[config.mk]
export PLATFORM = sky130hd
export DESIGN_NAME = roi_window_mask
export DESIGN_NICKNAME = d
export VERILOG_FILES = /design/src/rtl/isp_roi_pkg.sv /design/src/rtl/roi_window_cmp.sv /design/src/rtl/roi_window_mask.sv
export SDC_FILE = /design/constraint.sdc
export NUM_CORES = 1
export LEC_CHECK = 0
export BUFFER_PORTS_ARGS = -buffer_cell sky130_fd_sc_hd__buf_2
export CORE_MARGIN = 10
export CORE_UTILIZATION = 59
export DETAILED_ROUTE_END_ITERATION = 12
export PLACE_DENSITY = 0.8
export REMOVE_ABC_BUFFERS = 1
export SLEW_MARGIN = 10
export SYNTH_ARGS = -nofsm -noshare
export SYNTH_HDL_FRONTEND = slang
export SYNTH_HIERARCHICAL = 1
export SYNTH_SLANG_ARGS = --single-unit
[constraint.sdc]
create_clock -name pixelclk -period 5.55 [get_ports pixelclk]
set_input_delay 0.555 -clock pixelclk [delete_from_list [all_inputs] [get_ports pixelclk]]
set_output_delay 0.555 -clock pixelclk [all_outputs]
set_load 0.005 [all_outputs]
[src/rtl/isp_roi_pkg.sv]
// Shared constants and helpers for the ROI window masker.
// Bound compares run at a fixed BW width, which supports coordinate widths up to 16 bits.
package isp_roi_pkg;

   localparam int unsigned ML_DEF     = 5;
   localparam int unsigned MR_DEF     = 12;
   localparam int unsigned MT_DEF     = 5;
   localparam int unsigned MB_DEF     = 5;
   localparam bit          VS_POL_DEF = 1'b1;

   // Width used for margin arithmetic; one bit wider than the largest coordinate.
   localparam int unsigned BW = 17;

   // LSB of window k inside a packed per-window bus of slice width w.
   function automatic int unsigned roi_lsb(input int unsigned k, input int unsigned w);
      return k * w;
   endfunction

   // lo+mlo <= pos <= hi-mhi, false when hi<mhi or the span is inverted.
   function automatic logic in_span(
      input logic [BW-1:0] pos,
      input logic [BW-1:0] lo,
      input logic [BW-1:0] hi,
      input logic [BW-1:0] mlo,
      input logic [BW-1:0] mhi
   );
      logic [BW-1:0] lb;
      logic [BW-1:0] ub;
      lb = lo + mlo;
      ub = hi - mhi;
      return (hi >= mhi) && (lb <= ub) && (pos >= lb) && (pos <= ub);
   endfunction

endpackage

[src/rtl/roi_window_cmp.sv]
// Per-window containment compare and saturating foreground accumulator.
// The accumulator is handed to o_count and restarted on every frame start.
module roi_window_cmp
   import isp_roi_pkg::*;
#(
   parameter int unsigned HW = 12,
   parameter int unsigned CW = 24,
   parameter int unsigned ML = ML_DEF,
   parameter int unsigned MR = MR_DEF,
   parameter int unsigned MT = MT_DEF,
   parameter int unsigned MB = MB_DEF
) (
   input  logic          pixelclk,
   input  logic          reset_n,
   input  logic [HW-1:0] i_h,
   input  logic [HW-1:0] i_v,
   input  logic [HW-1:0] i_hl,
   input  logic [HW-1:0] i_hr,
   input  logic [HW-1:0] i_vl,
   input  logic [HW-1:0] i_vr,
   input  logic          i_en,
   input  logic          i_de,
   input  logic          i_binary,
   input  logic          i_fs,
   output logic          o_hit,
   output logic [CW-1:0] o_count
);

   logic          w_hin;
   logic          w_vin;
   logic          w_fg;
   logic [CW-1:0] r_acc;
   logic [CW-1:0] r_count;

   assign w_hin = in_span(BW'(i_h), BW'(i_hl), BW'(i_hr), BW'(ML), BW'(MR));
   assign w_vin = in_span(BW'(i_v), BW'(i_vl), BW'(i_vr), BW'(MT), BW'(MB));
   assign o_hit = i_en & i_de & w_hin & w_vin;
   assign w_fg  = o_hit & i_binary;

   // A foreground pixel in the frame-start cycle already belongs to the new frame.
   always_ff @(posedge pixelclk or negedge reset_n) begin
      if (!reset_n) begin
         r_acc   <= '0;
         r_count <= '0;
      end else if (i_fs) begin
         r_count <= r_acc;
         r_acc   <= w_fg ? CW'(1) : '0;
      end else if (w_fg && (r_acc != '1)) begin
         r_acc <= r_acc + CW'(1);
      end
   end

   assign o_count = r_count;

endmodule

[src/rtl/roi_window_mask.sv]
// Coordinate generator, multi-window binary masker and per-frame ROI statistics.
// Every pixel-rate output is registered once, so all of them share one cycle of latency.
module roi_window_mask
   import isp_roi_pkg::*;
#(
   parameter int unsigned DW     = 24,
   parameter int unsigned HW     = 12,
   parameter int unsigned NROI   = 4,
   parameter int unsigned CW     = 24,
   parameter int unsigned ML     = ML_DEF,
   parameter int unsigned MR     = MR_DEF,
   parameter int unsigned MT     = MT_DEF,
   parameter int unsigned MB     = MB_DEF,
   parameter bit          VS_POL = VS_POL_DEF
) (
   input  logic               pixelclk,
   input  logic               reset_n,
   input  logic [DW-1:0]      i_data,
   input  logic               i_binary,
   input  logic               i_hsync,
   input  logic               i_vsync,
   input  logic               i_de,
   input  logic [NROI*HW-1:0] roi_hl,
   input  logic [NROI*HW-1:0] roi_hr,
   input  logic [NROI*HW-1:0] roi_vl,
   input  logic [NROI*HW-1:0] roi_vr,
   input  logic [NROI-1:0]    roi_en,
   output logic [DW-1:0]      o_data,
   output logic               o_binary,
   output logic               o_hsync,
   output logic               o_vsync,
   output logic               o_de,
   output logic [HW-1:0]      hcount,
   output logic [HW-1:0]      vcount,
   output logic [NROI-1:0]    o_roi_hit,
   output logic [HW-1:0]      o_line_width,
   output logic [HW-1:0]      o_frame_lines,
   output logic [NROI*CW-1:0] o_roi_count,
   output logic               o_stats_valid
);

   logic [HW-1:0]      r_hcnt;
   logic [HW-1:0]      r_vcnt;
   logic               r_de_d;
   logic               r_vs_act_d;
   logic               r_seen_fs;
   logic [NROI*HW-1:0] r_sh_hl;
   logic [NROI*HW-1:0] r_sh_hr;
   logic [NROI*HW-1:0] r_sh_vl;
   logic [NROI*HW-1:0] r_sh_vr;
   logic [NROI-1:0]    r_sh_en;

   logic               w_vs_act;
   logic               w_fs;
   logic               w_line_end;
   logic [HW-1:0]      w_v;
   logic [NROI*HW-1:0] w_hl;
   logic [NROI*HW-1:0] w_hr;
   logic [NROI*HW-1:0] w_vl;
   logic [NROI*HW-1:0] w_vr;
   logic [NROI-1:0]    w_en;
   logic [NROI-1:0]    w_hit;

   assign w_vs_act   = (i_vsync == VS_POL);
   assign w_fs       = w_vs_act & ~r_vs_act_d;
   assign w_line_end = ~i_de & r_de_d;

   // A pixel coinciding with frame start sees row 0 and the freshly loaded windows.
   assign w_v  = w_fs ? '0     : r_vcnt;
   assign w_hl = w_fs ? roi_hl : r_sh_hl;
   assign w_hr = w_fs ? roi_hr : r_sh_hr;
   assign w_vl = w_fs ? roi_vl : r_sh_vl;
   assign w_vr = w_fs ? roi_vr : r_sh_vr;
   assign w_en = w_fs ? roi_en : r_sh_en;

   for (genvar k = 0; k < NROI; k++) begin : g_roi
      localparam int unsigned LH = roi_lsb(k, HW);
      localparam int unsigned LC = roi_lsb(k, CW);
      roi_window_cmp #(
         .HW (HW),
         .CW (CW),
         .ML (ML),
         .MR (MR),
         .MT (MT),
         .MB (MB)
      ) u_cmp (
         .pixelclk (pixelclk),
         .reset_n  (reset_n),
         .i_h      (r_hcnt),
         .i_v      (w_v),
         .i_hl     (w_hl[LH +: HW]),
         .i_hr     (w_hr[LH +: HW]),
         .i_vl     (w_vl[LH +: HW]),
         .i_vr     (w_vr[LH +: HW]),
         .i_en     (w_en[k]),
         .i_de     (i_de),
         .i_binary (i_binary),
         .i_fs     (w_fs),
         .o_hit    (w_hit[k]),
         .o_count  (o_roi_count[LC +: CW])
      );
   end

   always_ff @(posedge pixelclk or negedge reset_n) begin
      if (!reset_n) begin
         r_hcnt     <= '0;
         r_vcnt     <= '0;
         r_de_d     <= 1'b0;
         r_vs_act_d <= 1'b0;
      end else begin
         r_de_d     <= i_de;
         r_vs_act_d <= w_vs_act;
         if (!i_de)
            r_hcnt <= '0;
         else if (r_hcnt != '1)
            r_hcnt <= r_hcnt + HW'(1);
         if (w_fs)
            r_vcnt <= '0;
         else if (w_line_end && (r_vcnt != '1))
            r_vcnt <= r_vcnt + HW'(1);
      end
   end

   always_ff @(posedge pixelclk or negedge reset_n) begin
      if (!reset_n) begin
         r_sh_hl       <= '0;
         r_sh_hr       <= '0;
         r_sh_vl       <= '0;
         r_sh_vr       <= '0;
         r_sh_en       <= '0;
         r_seen_fs     <= 1'b0;
         o_frame_lines <= '0;
         o_line_width  <= '0;
         o_stats_valid <= 1'b0;
      end else begin
         // The first frame start after reset closes a partial frame, so no valid pulse.
         o_stats_valid <= w_fs & r_seen_fs;
         if (w_line_end)
            o_line_width <= r_hcnt;
         if (w_fs) begin
            r_sh_hl       <= roi_hl;
            r_sh_hr       <= roi_hr;
            r_sh_vl       <= roi_vl;
            r_sh_vr       <= roi_vr;
            r_sh_en       <= roi_en;
            r_seen_fs     <= 1'b1;
            o_frame_lines <= r_vcnt;
         end
      end
   end

   always_ff @(posedge pixelclk or negedge reset_n) begin
      if (!reset_n) begin
         o_data    <= '0;
         o_binary  <= 1'b0;
         o_hsync   <= 1'b0;
         o_vsync   <= 1'b0;
         o_de      <= 1'b0;
         hcount    <= '0;
         vcount    <= '0;
         o_roi_hit <= '0;
      end else begin
         o_data    <= i_de ? i_data : '0;
         o_binary  <= i_de & i_binary & (|w_hit);
         o_hsync   <= i_hsync;
         o_vsync   <= i_vsync;
         o_de      <= i_de;
         hcount    <= i_de ? r_hcnt : '0;
         vcount    <= i_de ? w_v : '0;
         o_roi_hit <= w_hit;
      end
   end

endmodule

# Word-level counts from Yosys, hierarchy flattened
# Cells that the tools add are included.
[word_totals]
regBits = 494
inputBits = 226
out_inout_bits = 177
[classes]
add_sub_neg = 22
magnitude_cmp = 32
eq_ne = 7
mux = 25
n_bitwise = 23
n_reduce_logical = 35
[ops]
columns = ["cell", "count"]
rows = [
  ["24-bit two-way mux", 9],
  ["48-bit two-way mux", 4],
  ["12-bit by 17-bit greater-or-equal comparator with 1-bit output", 8],
  ["12-bit by 17-bit less-or-equal comparator with 1-bit output", 8],
  ["17-bit less-or-equal comparator", 8],
  ["12-bit by 3-bit adder with 13-bit output, second input constant", 8],
  ["24-bit by 1-bit adder with 24-bit output, second input constant", 4],
  ["24-bit != test, second input constant", 4],
  ["12-bit two-way mux", 7],
  ["12-bit by 3-bit subtractor with 13-bit output, second input constant", 4],
  ["12-bit by 4-bit subtractor with 13-bit output, second input constant", 4],
  ["12-bit by 3-bit greater-or-equal comparator with 1-bit output, second input constant", 4],
  ["12-bit by 4-bit greater-or-equal comparator with 1-bit output, second input constant", 4],
  ["1-bit logical AND", 29],
  ["12-bit by 1-bit adder with 12-bit output, second input constant", 2],
  ["12-bit != test, second input constant", 2],
  ["1-bit bitwise AND", 21],
  ["2-bit nonzero test", 5],
  ["1-bit two-way mux", 4],
  ["4-bit two-way mux", 1],
  ["4-bit OR reduction", 1],
  ["2-bit by 1-bit != test with 1-bit output, second input constant", 1],
  ["1-bit inverter", 2],
]

# Longest topological paths before layout
# Gate-level depths: netlist of run 1.
[depth]
ltp_word = 14
mapped_depth = 26
mapped_depth_nobuf = 22

# Cells and area by module
# The synthesis of run 1 kept the hierarchy.
[modules_own_cells]
columns = ["module", "instances", "cells_each", "area_each_um2", "seq_area_each_um2"]
rows = [
  ["roi_window_mask", 1, 1193, 11372.2, 7557.2],
  ["roi_window_cmp at g_roi[0].u_cmp ...", 2, 598, 5154.9, 1201.2],
  ["roi_window_cmp at g_roi[3].u_cmp", 1, 558, 5031.1, 1201.2],
  ["roi_window_cmp at g_roi[2].u_cmp", 1, 550, 4893.4, 1201.2],
]

# Worst setup path before layout of run 1
# Ideal clock, no wire load.
[synth_timing]
kind = "input -> register"
startpoint = "input i_vsync"
endpoint = "register g_roi[2].u_cmp.r_acc[17]"
arrival_time_ns = 5.219
t_required_ns = 5.422
slack_ns = 0.204
cell_stages = 24
n_path_buf = 5
cell_sequence = "nand2b_1 > clkbuf_1 > clkbuf_1 > clkbuf_1 > nand2_1 > nand2_1 > inv_1 > ha_1 > nor2b_1 > nor2_1 > xnor2_1 > ha_1 > a211oi_1 > nor2_1 > or3_1 > maj3_1 > a221oi_1 > o21ai_0 > o2111a_1 > or3_1 > buf_2 > buf_6 > nor4_1 > mux2_1"
[synth_rtl]
columns = ["element", "line_no", "source"]
rows = [
  ["start: declaration", "roi_window_mask.sv:21", "input logic i_vsync,"],
  ["1-bit bitwise AND (*)", "roi_window_mask.sv:65", "assign w_fs = w_vs_act & ~r_vs_act_d;"],
  ["48-bit two-way mux (*)", "n/a", ""],
  ["named net w_vr[24]", "roi_window_mask.sv:60", "logic [NROI*HW-1:0] w_vr;"],
  ["12-bit by 3-bit subtractor with 13-bit output", "isp_roi_pkg.sv:30", "ub = hi - mhi;"],
  ["17-bit less-or-equal comparator", "isp_roi_pkg.sv:31", "return (hi >= mhi) && (lb <= ub) && (pos >= lb) && (pos <= ub);"],
  ["1-bit logical AND (2 in series)", "isp_roi_pkg.sv:31", ""],
  ["1-bit logical AND (*)", "isp_roi_pkg.sv:31", ""],
  ["1-bit bitwise AND (*)", "roi_window_cmp.sv:37", "assign o_hit = i_en & i_de & w_hin & w_vin;"],
  ["1-bit bitwise AND (*)", "roi_window_cmp.sv:38", "assign w_fg = o_hit & i_binary;"],
  ["1-bit logical AND (*)", "roi_window_cmp.sv:48", "end else if (w_fg && (r_acc != '1)) begin"],
  ["2-bit nonzero test (no line) (*)", "n/a", ""],
  ["end signal: assignment", "roi_window_cmp.sv:47", "r_acc <= w_fg ? CW'(1) : '0;"],
  ["end signal: assignment", "roi_window_cmp.sv:49", "r_acc <= r_acc + CW'(1);"],
  ["end: declaration", "roi_window_cmp.sv:32", "logic [CW-1:0] r_acc;"],
]
# Mark *: on every way through the listed nets, which the timed path passes. The rest lies on a longest branch.
# A chain may end at the register's enable or synchronous reset.

==> summary.md, run 1 <==
| Metric | Value |
|---|---|
| Worst skew pair latency | `about 0.62 ns` |
| Sw frac | `31.5%` |
| Result of the run | `finished clean` |
| Number of sinks driven by the clock tree | `~490` |
| Cell type with the highest aggregate area in the netlist | `sky130_fd_sc_hd__dfrtp_1` |
| Area Overhead vs Synth | `17.3%` |
| Worst setup path startpoint | `o_vsync` |
| Final hold viol count | `0` |
| Vert. Die Dim | `roughly 250 µm` |
| Internal power contribution | `0.00702 W` |
| Biggest fanout along the worst timing path | `40` |
| Final Wtd Congestion | `about 1` |
| Post-route design area | `about 0.037 mm²` |
| Worst relative slew slack | `slightly above 30%` |
| Top_reg_cell synth | `sky130_fd_sc_hd__dfrtp_1` |
| CP Data Required Time | `~6.1 ns` |
| Share of layout cells above drive strength 1 | `21.0%` |
| Count of mapped cells out of synthesis | `roughly 3500` |
| Iteration-0 DRC count of the detailed router | `~2000` |
| Clock Root Buffer | `sky130_fd_sc_hd__clkbuf_16` |
| Top cells by area in the synthesized netlist | `sky130_fd_sc_hd__dfrtp_1 (39%), sky130_fd_sc_hd__nand2_1 (9.9%), sky130_fd_sc_hd__ha_1 (9.9%)` |
| Effective utilization at floorplan | `around 60%` |
| Most repeated cell in the gate-level netlist after synthesis | `sky130_fd_sc_hd__nand2_1` |
| Antenna violations before repair | `3` |
| Average cell area after synthesis | `~9.0 µm²` |
| Core region area | `between 0.05 and 0.06 mm²` |
| Proportion of netlist area held by the largest area contributor | `about two fifths` |
| FF-to-FF Start | `o_vsync` |
| Largest net degree at the start of global routing | `~130` |
| Routed vias/inst | `~5.9` |
| Port Buffers | `402` |
| Routed wire length | `roughly 93 mm` |
| Critical Path End Type | `register` |
| Post-DP HPWL | `around 69 mm` |
| Seq pwr share | `37.8%` |
| Unrepaired setup endpoints after global routing | `true` |
| Area share of xor/xnor cells in the synthesized design | `~6.3%` |
| Cell Area, Synth | `between 0.03 and 0.04 mm²` |
| Worst IR drop on VDD | `approximately 0.29 mV` |
| Register-to-register setup slack | `about 0.20 ns` |
| Residual DRC count | `0` |
| Data arrival, critical path | `5.88 ns` |
| Switching power | `about 0.0032 W` |
| Share of synthesized cell area in and, or, nand and nor gates | `between 20% and 30%` |
| Most used standard cells in the synthesized netlist | `sky130_fd_sc_hd__nand2_1 (834), sky130_fd_sc_hd__dfrtp_1 (494), sky130_fd_sc_hd__ha_1 (250)` |
| H-tree level count | `2` |
| Final critical path time including I/O delays and setup | `roughly 5.4 ns` |
| WS Path Type | `register to register` |
| Arithmetic-cell share of the synthesized area counting full adders, half adders and majority gates | `about a tenth` |
| Standby leakage power | `around 19 nW` |
| Fin nets | `approximately 4500` |
| Number of standard-cell rows in the floorplan | `84` |
| Final ANT Viol Nets | `0` |
| Worst-case clock skew | `0.0205 ns` |
| Warnings from Yosys | `6` |
| TritonCTS clock tree | `done` |
| WL per Instance | `between 15 and 20 µm` |
| Synth Area in Compound Gates | `roughly a tenth` |
| Post-synthesis sequential area ratio | `between 30% and 40%` |
| Cell Pwr Density | `277 mW/mm²` |
| Number of global-route vias before repair | `27312` |
| Post-route clock period utilization | `between 90% and 100%` |
| HP Class | `primary input to register` |
| Relative contribution of the clock network to total power | `between 30% and 40%` |
| HP Start | `i_hsync` |
| First-pass iteration count of the detailed router | `6` |
| Number of buffers created by CTS | `between 50 and 60` |
| Synth cell types | `102` |
| Post-synthesis async set-or-reset flop share | `100%` |
| Worst Setup Start Kind | `register` |
| Filler cell count in the final layout | `4118` |
| Number of flip-flops and latches in the synthesized netlist | `around 490` |
| Number of flops mapped to enable cells by yosys | `0` |
| Clock slew at the register clock pins of the worst setup and hold paths | `around 0.06 ns` |
| Clock Path Buffers | `3` |
| Pins over their slew limit | `0` |
| Slew at the pin closest to its max-slew limit | `~1.0 ns` |
| Setup-violating endpoint count in the final report | `0` |
| Full die area | `0.0632 mm²` |
| Area after DPL | `between 0.03 and 0.04 mm²` |
| Vias | `27740` |
| Global route overflow | `0` |
| Combinational family with the most area after synthesis | `simple AND/OR/NAND/NOR gates` |
| Global-route wire length before repair | `147 mm` |
| Peak clock frequency supported by timing | `between 0.15 and 0.2 GHz` |
| Total track usage | `28.4%` |
| Chip Width | `about 250 µm` |
| Minimum hold slack | `0.0567 ns` |
| Setup Total Neg Slack | `0 ns` |
| Number of top-level pins | `~400` |
| Max-capacitance violation count | `0` |
| Portion of netlist area occupied by mux cells | `around 5%` |
| Comb pwr share | `between 20% and 30%` |
critical path, stage by stage, from the launching register on:
cell,delay (ns)
sky130_fd_sc_hd__dfrtp_1,0.37
sky130_fd_sc_hd__nand2b_4,0.22
sky130_fd_sc_hd__inv_16,0.19
sky130_fd_sc_hd__buf_12,0.19
sky130_fd_sc_hd__buf_4,0.17
sky130_fd_sc_hd__nand2_1,0.06
sky130_fd_sc_hd__nand2_1,0.12
sky130_fd_sc_hd__ha_1,0.29
sky130_fd_sc_hd__xnor2_1,0.19
sky130_fd_sc_hd__inv_1,0.08
sky130_fd_sc_hd__ha_1,0.29
sky130_fd_sc_hd__nand2_1,0.05
sky130_fd_sc_hd__o21ai_0,0.36
sky130_fd_sc_hd__a31oi_1,0.15
sky130_fd_sc_hd__a211oi_1,0.27
sky130_fd_sc_hd__a211oi_1,0.09
sky130_fd_sc_hd__o31a_1,0.30
sky130_fd_sc_hd__or4_1,0.53
sky130_fd_sc_hd__or4_4,0.62
sky130_fd_sc_hd__or4_1,0.53
sky130_fd_sc_hd__a21oi_1,0.16
per-layer routing:
layer | vias up | routed length [µm] | track usage, %
met2 | 917 | 43500 | 46.9
met3 | 209 | 6720 | 5.41
met5 | - | 0 | 0
met1 | 13327 | 39200 | 37.0
li1 | 13287 | - | -
met4 | 0 | 3410 | 9.99
cells by family after synthesis:
| group | after synthesis |
|---|---|
| XOR/XNOR | 204 |
| multiplexers | 137 |
| AND/OR/NAND/NOR | 1636 |
| buffers and inverters | 267 |
| AO/OA/AOI/OAI | 484 |
| flip-flops | 494 |
| adder cells (fa/ha/maj) | 275 |
state kept, by name, summed over array words and instances, names as in the netlist:
name,cells
r_sh_hl,48
r_sh_vl,48
o_vsync,1
g_roi.u_cmp/o_count,96
r_sh_hr,48
vcount,12
g_roi.u_cmp/r_acc,96
hcount,12
r_seen_fs,1
r_vcnt,12
o_binary,1
o_frame_lines,12
o_de,1
o_line_width,12
r_hcnt,12
o_data,24
o_stats_valid,1
r_sh_en,4
r_sh_vr,48
o_hsync,1
o_roi_hit,4
stage by stage:
step	util, %	setup slack [ns]	instances	total power [W]
floorplan	-	-13.52	3380	0.00578
global placement	66.8	0.0594	4613	0.00659
detailed placement	66.8	-0.0352	4613	0.00665
CTS	70.1	0.188	4708	0.0103
global route	70.3	-0.0620	4712	0.0108
finish	70.3	0.195	4713	0.0103
power by group through the flow:
| stage | registers (W) | logic (W) | clock network, W |
|---|---|---|---|
| final | 0.00388 | 0.00280 | 0.00359 |
| after detailed placement | 0.00394 | 0.00271 | 0 |
| after floorplan | 0.00392 | 0.00186 | 0 |
| after global routing | 0.00389 | 0.00311 | 0.00378 |
| after CTS | 0.00387 | 0.00275 | 0.00364 |
| after global placement | 0.00393 | 0.00266 | 0 |
timing repair:
item                       in CTS  in global routing
setup endpoints to repair       0                 46
gates resized for setup         0                 14
hold buffers                    0                  0
setup buffers                   0                  1
hold endpoints to repair        0                  0
cell usage in the layout (no fill, tap or decap), types with 65 or more instances in the layout:
cell	n
sky130_fd_sc_hd__nor2_1	155
sky130_fd_sc_hd__o21ai_0	92
sky130_fd_sc_hd__buf_4	132
sky130_fd_sc_hd__nand3_1	89
sky130_fd_sc_hd__nor3_1	71
sky130_fd_sc_hd__ha_1	250
sky130_fd_sc_hd__nand2_1	834
sky130_fd_sc_hd__xor2_1	67
sky130_fd_sc_hd__dfrtp_1	494
sky130_fd_sc_hd__a21oi_1	137
sky130_fd_sc_hd__inv_1	146
sky130_fd_sc_hd__mux2_2	123
sky130_fd_sc_hd__and2_1	65
sky130_fd_sc_hd__xnor2_1	120
sky130_fd_sc_hd__buf_2	401
worst paths after layout:
path | end | depth (start not counted)
setup / recovery | g_roi[1].u_cmp/r_acc[13] | 20
hold / removal | o_hsync | 1
setup reg to reg | g_roi[1].u_cmp/r_acc[13] | 20
hold reg to reg | r_seen_fs | 1
max in group asynchronous | r_sh_vr[1] | 2
min in group asynchronous | g_roi[1].u_cmp/o_count[8] | 1
final cells by class:
type,count,area [µm²],share of cell area (%)
sequential,494,12400,33.3
timing repair buffer,546,3250,8.77
clock buffer,78,1540,4.15
tap,688,861,2.32
antenna,2,5.00,0.0135
inverter,150,579,1.56
clock inverter,17,203,0.547
multi-input combinational,2738,18300,49.3
Power figures use the tool's default switching activity.
==> run 2: changes to the inputs <==
--- a/config.mk
+++ b/config.mk
@@ -8,11 +8,14 @@
 export BUFFER_PORTS_ARGS = -buffer_cell sky130_fd_sc_hd__buf_2
 export CORE_MARGIN = 10
 export CORE_UTILIZATION = 59
+export CTS_CLUSTER_DIAMETER = 120
 export DETAILED_ROUTE_END_ITERATION = 12
 export PLACE_DENSITY = 0.8
+export RECOVER_POWER = 100
 export REMOVE_ABC_BUFFERS = 1
 export SLEW_MARGIN = 10
 export SYNTH_ARGS = -nofsm -noshare
 export SYNTH_HDL_FRONTEND = slang
 export SYNTH_HIERARCHICAL = 1
 export SYNTH_SLANG_ARGS = --single-unit
+export TNS_END_PERCENT = 100
==> run 2 against run 1 <==
- the run now ends with capacitance limit, slew limit left
- clock power barely moved
- critical path depth unchanged
- maximum frequency is 0.45% lower
- final area shrank 0.10%
- clock skew fell by 0.0017 ns
- worst hold slack got worse by 0.00097 ns
- first-iteration DRC count decreased by 0.87%
- final cell count is the same
- highest routed layer unchanged
- largest power group unchanged
==> summary.md, run 2 (same netlist as run 1, synthesis figures left out) <==
| Metric | Value |
|---|---|
| Data arrival, critical path | `5.90 ns (+0.02 ns)` |
| Count of placed standard cells including taps | `4613 (unchanged)` |
| First-pass iteration count of the detailed router | `5 (-1)` |
| CP Data Required Time | `6.07 ns (about the same)` |
| Register-to-register setup slack | `0.17 ns (-0.02 ns)` |
| Cell Pwr Density | `277 mW/mm² (about the same)` |
| Biggest fanout along the worst timing path | `40 (unchanged)` |
| Global route overflow | `0 (unchanged)` |
| Effective utilization at floorplan | `59.9% (unchanged)` |
| Iteration-0 DRC count of the detailed router | `1946 (-0.87%)` |
| Worst-case clock skew | `0.0188 ns (-0.00172 ns)` |
| Violations in the final reports | `capacitance limit, slew limit` |
| Worst skew pair latency | `0.61 ns (about the same)` |
| M2 GR Usage | `46.9% (unchanged)` |
| Clock Path Buffers | `3 (unchanged)` |
| Number of hold buffers added after CTS | `0 (unchanged)` |
| Largest net degree at the start of global routing | `127 (unchanged)` |
| Sequential cell area | `0.0124 mm² (unchanged)` |
| TritonCTS clock tree | `done` |
| Number of sinks driven by the clock tree | `494 (unchanged)` |
| Clock slew at the register clock pins of the worst setup and hold paths | `0.06 ns (about the same)` |
| Global Route met3 Usage | `5.41% (unchanged)` |
| Comb pwr share | `27.2% (about the same)` |
| Worst IR drop on VDD | `0.293 mV (-0.38%)` |
| Result of the run | `finished with violations` |
| WS Path Type | `register to register` |
| Pins over their slew limit | `150 (+150)` |
| HP Class | `primary input to register` |
| Sw frac | `31.6% (about the same)` |
| GR peak layer | `met2` |
| Post-route clock period utilization | `96.9% (+0.44 points)` |
| WL per Instance | `19.7 µm (about the same)` |
| Setup Total Neg Slack | `0 ns (unchanged)` |
| Final Wtd Congestion | `0.974 (unchanged)` |
| Met1 usage | `37.0% (unchanged)` |
| Final hold viol count | `0 (unchanged)` |
| Critical Path End Type | `register` |
| Filler cell count in the final layout | `4129 (+0.27%)` |
| H-tree level count | `2 (unchanged)` |
| Number of standard-cell rows in the floorplan | `84 (unchanged)` |
| Vias | `27753 (+0.047%)` |
| Vert. Die Dim | `251 µm (unchanged)` |
| Number of top-level pins | `403 (unchanged)` |
| Worst Setup Start Kind | `register` |
| Share of layout cells above drive strength 1 | `20.8% (-0.20 points)` |
| Seq pwr share | `37.8% (about the same)` |
| Relative contribution of the clock network to total power | `35.0% (about the same)` |
| Antenna violations before repair | `3 (unchanged)` |
| Standby leakage power | `18.7 nW (-0.26%)` |
| Slew at the pin closest to its max-slew limit | `3.25 ns (+2.22 ns)` |
| Global-route wire length before repair | `147 mm (unchanged)` |
| Setup-violating endpoint count in the final report | `0 (unchanged)` |
| Routed wire length | `92.8 mm (about the same)` |
| Fin nets | `4458 (unchanged)` |
| Area of combinational cells with multiple inputs | `0.0183 mm² (unchanged)` |
| Leading cell type in the layout, fill and taps excluded | `sky130_fd_sc_hd__nand2_1` |
| Internal power contribution | `0.00702 W (about the same)` |
| Peak clock frequency supported by timing | `0.186 GHz (-0.45%)` |
| Routed vias/inst | `5.89 (about the same)` |
| Commonest non-fill, non-tap cells in the layout | `sky130_fd_sc_hd__nand2_1 (834), sky130_fd_sc_hd__dfrtp_1 (494), sky130_fd_sc_hd__buf_2 (400), sky130_fd_sc_hd__ha_1 (250), sky130_fd_sc_hd__nor2_1 (155)` |
| Unrepaired setup endpoints after global routing | `true` |
| Total Power | `0.0103 W (about the same)` |
| Finished Layout Cells | `4713 (unchanged)` |
| Final ANT Viol Nets | `0 (unchanged)` |
| Final critical path time including I/O delays and setup | `5.38 ns (+0.0243 ns)` |
| Port Buffers | `402 (unchanged)` |
| Switching power | `0.00324 W (about the same)` |
| Clock Root Buffer | `sky130_fd_sc_hd__clkbuf_16` |
| Area Overhead vs Synth | `17.2%` |
| Post-DP HPWL | `69.2 mm (unchanged)` |
| Residual DRC count | `0 (unchanged)` |
| Max-capacitance violation count | `2 (+2)` |
| Full die area | `0.0632 mm² (unchanged)` |
| Number of global-route vias before repair | `27312 (unchanged)` |
| Worst relative slew slack | `-117% (-150 points)` |
| Number of buffers created by CTS | `52 (unchanged)` |
| Core region area | `0.0528 mm² (unchanged)` |
| Chip Width | `251 µm (unchanged)` |
| Total track usage | `28.4% (unchanged)` |
run 2: cell types whose count changed in the layout (fill, tap and decap cells not counted):
cell,delta
sky130_fd_sc_hd__clkbuf_1,+8
sky130_fd_sc_hd__buf_2,-1
sky130_fd_sc_hd__clkbuf_2,+1
sky130_fd_sc_hd__buf_8,-1
sky130_fd_sc_hd__and2_0,+22
sky130_fd_sc_hd__and2_1,-22
sky130_fd_sc_hd__buf_4,-7
run 2: final timing paths:
path | from | endpoint | depth (start not counted)
setup / recovery | o_vsync | g_roi[1].u_cmp/r_acc[13] | 20
hold / removal | i_hsync | o_hsync | 1
setup reg to reg | o_vsync | g_roi[1].u_cmp/r_acc[13] | 20
hold reg to reg | r_seen_fs | r_seen_fs | 1
max in group asynchronous | reset_n | r_sh_hl[11] | 2
min in group asynchronous | reset_n | g_roi[1].u_cmp/o_count[8] | 1
run 2: power by group through the flow:
stage	registers, W	clock network [W]	logic (W)
2_1_floorplan	0.00392	0	0.00186
3_3_place_gp	0.00393	0	0.00266
3_5_place_dp	0.00394	0	0.00271
4_1_cts	0.00387	0.00364	0.00275
5_1_grt	0.00389	0.00378	0.00311
6_report	0.00388	0.00359	0.00279
run 2: critical path, cell delays in order (launching register included):
cell and delay (ns):
sky130_fd_sc_hd__dfrtp_1 0.37, sky130_fd_sc_hd__nand2b_4 0.22, sky130_fd_sc_hd__inv_16 0.19, sky130_fd_sc_hd__buf_12 0.20, sky130_fd_sc_hd__buf_4 0.17, sky130_fd_sc_hd__nand2_1 0.06, sky130_fd_sc_hd__nand2_1 0.12, sky130_fd_sc_hd__ha_1 0.29
sky130_fd_sc_hd__xnor2_1 0.19, sky130_fd_sc_hd__inv_1 0.08, sky130_fd_sc_hd__ha_1 0.29, sky130_fd_sc_hd__nand2_1 0.05, sky130_fd_sc_hd__o21ai_0 0.36, sky130_fd_sc_hd__a31oi_1 0.15, sky130_fd_sc_hd__a211oi_1 0.27, sky130_fd_sc_hd__a211oi_1 0.09
sky130_fd_sc_hd__o31a_1 0.30, sky130_fd_sc_hd__or4_1 0.53, sky130_fd_sc_hd__or4_4 0.63, sky130_fd_sc_hd__or4_1 0.53, sky130_fd_sc_hd__a21oi_1 0.16
run 2: metrics by stage:
| step | setup WS (ns) | util, % | instance area (µm²) | hold WS (ns) |
|---|---|---|---|---|
| global placement | 0.0594 | 66.8 | 35200 | 0.446 |
| finish | 0.171 | 70.2 | 37000 | 0.0558 |
| global route | -0.0620 | 70.2 | 37000 | 0.0466 |
| floorplan | -13.52 | - | 31100 | 0.259 |
| CTS | 0.188 | 70.1 | 37000 | 0.0288 |
| detailed placement | -0.0352 | 66.8 | 35200 | 0.451 |
run 2: routing by layer:
metal / wire [µm] / share of wire [%] / up-vias
met5: 0 / 0 / -
met4: 3310 / 3.6 / 0
met3: 6420 / 6.9 / 193
met2: 43500 / 47 / 914
met1: 39500 / 43 / 13360
li1: - / - / 13286
run 2: layout make-up:
cell class                 instances  share of cell area, %
inverter                         150                   1.56
clock inverter                    17                  0.547
timing repair buffer             546                   8.68
multi-input combinational       2738                   49.3
tap                              688                   2.32
sequential                       494                   33.4
antenna                            2                 0.0135
clock buffer                      78                   4.16
run 2: repair_timing:
| item | 4_1_cts | 5_1_grt |
|---|---|---|
| buffers inserted | 0 | 1 |
| setup endpoints to repair | 0 | 46 |
| gates resized for setup | 0 | 14 |
==> run 3: changes to the inputs <==
--- a/config.mk
+++ b/config.mk
@@ -10,6 +10,7 @@
 export CORE_UTILIZATION = 59
 export CTS_CLUSTER_DIAMETER = 120
 export DETAILED_ROUTE_END_ITERATION = 12
+export HOLD_SLACK_MARGIN = 0.15
 export PLACE_DENSITY = 0.8
 export RECOVER_POWER = 100
 export REMOVE_ABC_BUFFERS = 1
==> run 3 against run 2 <==
- the run now ends clean
- power rose by 1.1%
- clock-buffer cell count stayed put
- sequential power is essentially flat
- flip-flop and latch count unchanged
- critical path depth is 2 higher
- combinational power up 4%
- routed wire length grew 3.6%
- register-to-register slack improved by 0.18 ns
- clock power barely moved
- worst hold slack better by 0.12 ns
- non-clock buffer count grew 31
- critical path type is now primary input to register
- highest routed layer unchanged
==> summary.md, run 3 (same netlist as run 1, synthesis figures left out) <==
| Metric | Value |
|---|---|
| Residual DRC count | `0 (unchanged)` |
| Vert. Die Dim | `251 µm (unchanged)` |
| Fin nets | `4496 (+0.85%)` |
| H-tree level count | `2 (unchanged)` |
| Endpoint of the worst-slack reg-to-reg timing path | `g_roi[1].u_cmp/r_acc[13]` |
| Port Buffers | `402 (unchanged)` |
| Final ANT Viol Nets | `0 (unchanged)` |
| Clock Root Buffer | `sky130_fd_sc_hd__clkbuf_16` |
| First-pass iteration count of the detailed router | `7 (+2)` |
| Min-Delay Path Depth | `2 (+1)` |
| WL per Instance | `20.2 µm (+2.8%)` |
| Number of global-route vias before repair | `27463 (+0.55%)` |
| Worst relative slew slack | `9.30% (+130 points)` |
| Routed wire length | `96.1 mm (+3.6%)` |
| Area Overhead vs Synth | `19.4%` |
| Number of sinks driven by the clock tree | `494 (unchanged)` |
| Final hold viol count | `0 (unchanged)` |
| M2 GR Usage | `47.4% (+0.54 points)` |
| Register-to-register setup slack | `0.35 ns (+0.18 ns)` |
| Final critical path time including I/O delays and setup | `5.42 ns (+0.0437 ns)` |
| Number of buffers created by CTS | `52 (unchanged)` |
| Share of the core filled with cells | `71.5% (+1.3 points)` |
| Endpoint, Worst Hold | `o_data[7]` |
| CP Data Required Time | `6.08 ns (about the same)` |
| Setup Total Neg Slack | `0 ns (unchanged)` |
| Standby leakage power | `19.0 nW (+1.5%)` |
| Final Wtd Congestion | `0.974 (unchanged)` |
| Iteration-0 DRC count of the detailed router | `2070 (+6.4%)` |
| Commonest non-fill, non-tap cells in the layout | `sky130_fd_sc_hd__nand2_1 (830), sky130_fd_sc_hd__dfrtp_1 (494), sky130_fd_sc_hd__buf_2 (401), sky130_fd_sc_hd__ha_1 (246), sky130_fd_sc_hd__nor2_1 (154)` |
| Global route overflow | `0 (unchanged)` |
| Routed vias/inst | `5.95 (+1.0%)` |
| Count of buffering cells on the critical path with inverters included | `6 (+2)` |
| Worst-case clock skew | `0.0209 ns (+0.00213 ns)` |
| Slew at the pin closest to its max-slew limit | `1.36 ns (-1.89 ns)` |
| Global-route wire length before repair | `148 mm (+0.62%)` |
| Data arrival, critical path | `5.95 ns (+0.05 ns)` |
| GR peak layer | `met2` |
| Most repeated library cell on the critical path | `sky130_fd_sc_hd__nand2_1` |
| HP Start | `i_data[7]` |
| Full die area | `0.0632 mm² (unchanged)` |
| Result of the run | `finished clean` |
| Critical path, cell by cell | `dlygate4sd3_1 -> buf_2 -> nand2b_4 -> clkinv_16 -> buf_12 -> buf_4 -> nand2_1 -> nand2_1 -> ha_4 -> xnor2_2 -> inv_1 -> ha_1 -> nand2_1 -> o21ai_1 -> a31oi_1 -> a211oi_1 -> a211oi_1 -> o31a_1 -> or4_4 -> or4_4 -> or4_1 -> a21oi_1` |
| Global Route met3 Usage | `5.45% (+0.041 points)` |
| FF-to-FF Start | `o_vsync` |
| Core region area | `0.0528 mm² (unchanged)` |
| Worst Setup Start Kind | `primary input` |
| Placement Setup Slack | `-0.0352 ns (unchanged)` |
| Max-capacitance violation count | `0 (-2)` |
| Share of layout cells above drive strength 1 | `22.0% (+1.3 points)` |
| Number of standard-cell rows in the floorplan | `84 (unchanged)` |
| Gate family responsible for the most delay along the worst path | `simple AND/OR/NAND/NOR gates` |
| Unrepaired setup endpoints after global routing | `true` |
| Post-DP HPWL | `69.2 mm (unchanged)` |
| TritonCTS clock tree | `done` |
| Worst skew pair latency | `0.62 ns (about the same)` |
| Crit path largest cell delay | `0.63 ns (about the same)` |
| Minimum hold slack | `0.176 ns (+0.121 ns)` |
| Total track usage | `28.6% (+0.21 points)` |
| Post-route clock period utilization | `97.7% (+0.79 points)` |
| Final critical-path setup slack | `0.127 ns (-0.0437 ns)` |
| Pins over their slew limit | `0 (-100%)` |
| Number of top-level pins | `403 (unchanged)` |
| Leading cell type in the layout, fill and taps excluded | `sky130_fd_sc_hd__nand2_1` |
| Peak clock frequency supported by timing | `0.184 GHz (-0.81%)` |
| Setup-violating endpoint count in the final report | `0 (unchanged)` |
| WS Path Type | `primary input to register` |
| Crit path max-delay cell type | `sky130_fd_sc_hd__or4_4` |
| Vias | `28269 (+1.9%)` |
| Effective utilization at floorplan | `59.9% (unchanged)` |
| Antenna violations before repair | `3 (unchanged)` |
| Biggest fanout along the worst timing path | `18 (-55%)` |
| Chip Width | `251 µm (unchanged)` |
| Largest net degree at the start of global routing | `127 (unchanged)` |
| Met1 usage | `37.1% (+0.11 points)` |
| Clock slew at the register clock pins of the worst setup and hold paths | `0.06 ns (about the same)` |
| Clock Path Buffers | `3 (unchanged)` |
| Cell Pwr Density | `275 mW/mm² (-0.75%)` |
| Critical Path End Type | `register` |
| Depth of the worst register-to-register path | `19 (-5.0%)` |
| HP Class | `primary input to register` |
| Worst IR drop on VDD | `0.291 mV (-0.75%)` |
[run 3: changes by cell type in the layout (fill, tap and decap cells not counted), moves of 5 or more]
cell and delta:
sky130_fd_sc_hd__nor4_1 -5, sky130_fd_sc_hd__buf_4 +14, sky130_fd_sc_hd__xnor2_1 -7, sky130_fd_sc_hd__clkbuf_1 -6, sky130_fd_sc_hd__xnor2_2 +7, sky130_fd_sc_hd__dlygate4sd3_1 +18
sky130_fd_sc_hd__or4_4 +7
[run 3: repair_timing]
action	in CTS	in global routing
endpoints found under the hold margin	139	0
hold buffers	18	0
buffers inserted	0	12
resized for setup	0	65
setup endpoints to repair	0	83
[run 3: layout make-up]
type | count | area (µm²)
Timing Repair inverter | 1 | 11.3
Tap cell | 688 | 861
Clock buffer | 78 | 1540
Clock inverter | 17 | 203
Antenna cell | 3 | 7.51
Fill cell | 4026 | 15000
Multi-Input combinational cell | 2744 | 18600
Sequential cell | 494 | 12400
Inverter | 150 | 589
Timing Repair Buffer | 577 | 3580
[run 3: metrics by stage]
stage	power [W]	instance area [µm²]	std cells
2_1_floorplan	0.00578	31100	3380
3_3_place_gp	0.00659	35200	4613
3_5_place_dp	0.00665	35200	4613
4_1_cts	0.0103	37200	4726
5_1_grt	0.0109	37700	4751
6_report	0.0104	37700	4752
[run 3: worst max-delay path by stage]
stage	start	end	slack, ns	cells after the start
after global routing	i_vsync	g_roi[0].u_cmp/r_acc[13]	-0.03	21
final	i_vsync	g_roi[1].u_cmp/r_acc[13]	0.13	22
after CTS	i_vsync	g_roi[1].u_cmp/r_acc[13]	0.05	22
after global placement	i_vsync	g_roi[3].u_cmp/r_acc[15]	0.06	20
after floorplan	o_vsync	g_roi[2].u_cmp/r_acc[21]	-13.52	21
after detailed placement	i_vsync	g_roi[1].u_cmp/r_acc[11]	-0.04	21
[run 3: layer usage]
layer  vias up  routed length, µm
met3       218               7240
met1     13631              39900
met4         0               3640
met5         -                  0
li1      13384                  -
met2      1036              45300
[run 3: report_power, final]
group,total [W],switching (W),internal (W),leakage (nW)
clock,0.00359,0.00149,0.00210,0.860
sequential,0.00388,0.0000736,0.00380,6.54
combinational,0.00290,0.00173,0.00116,11.6
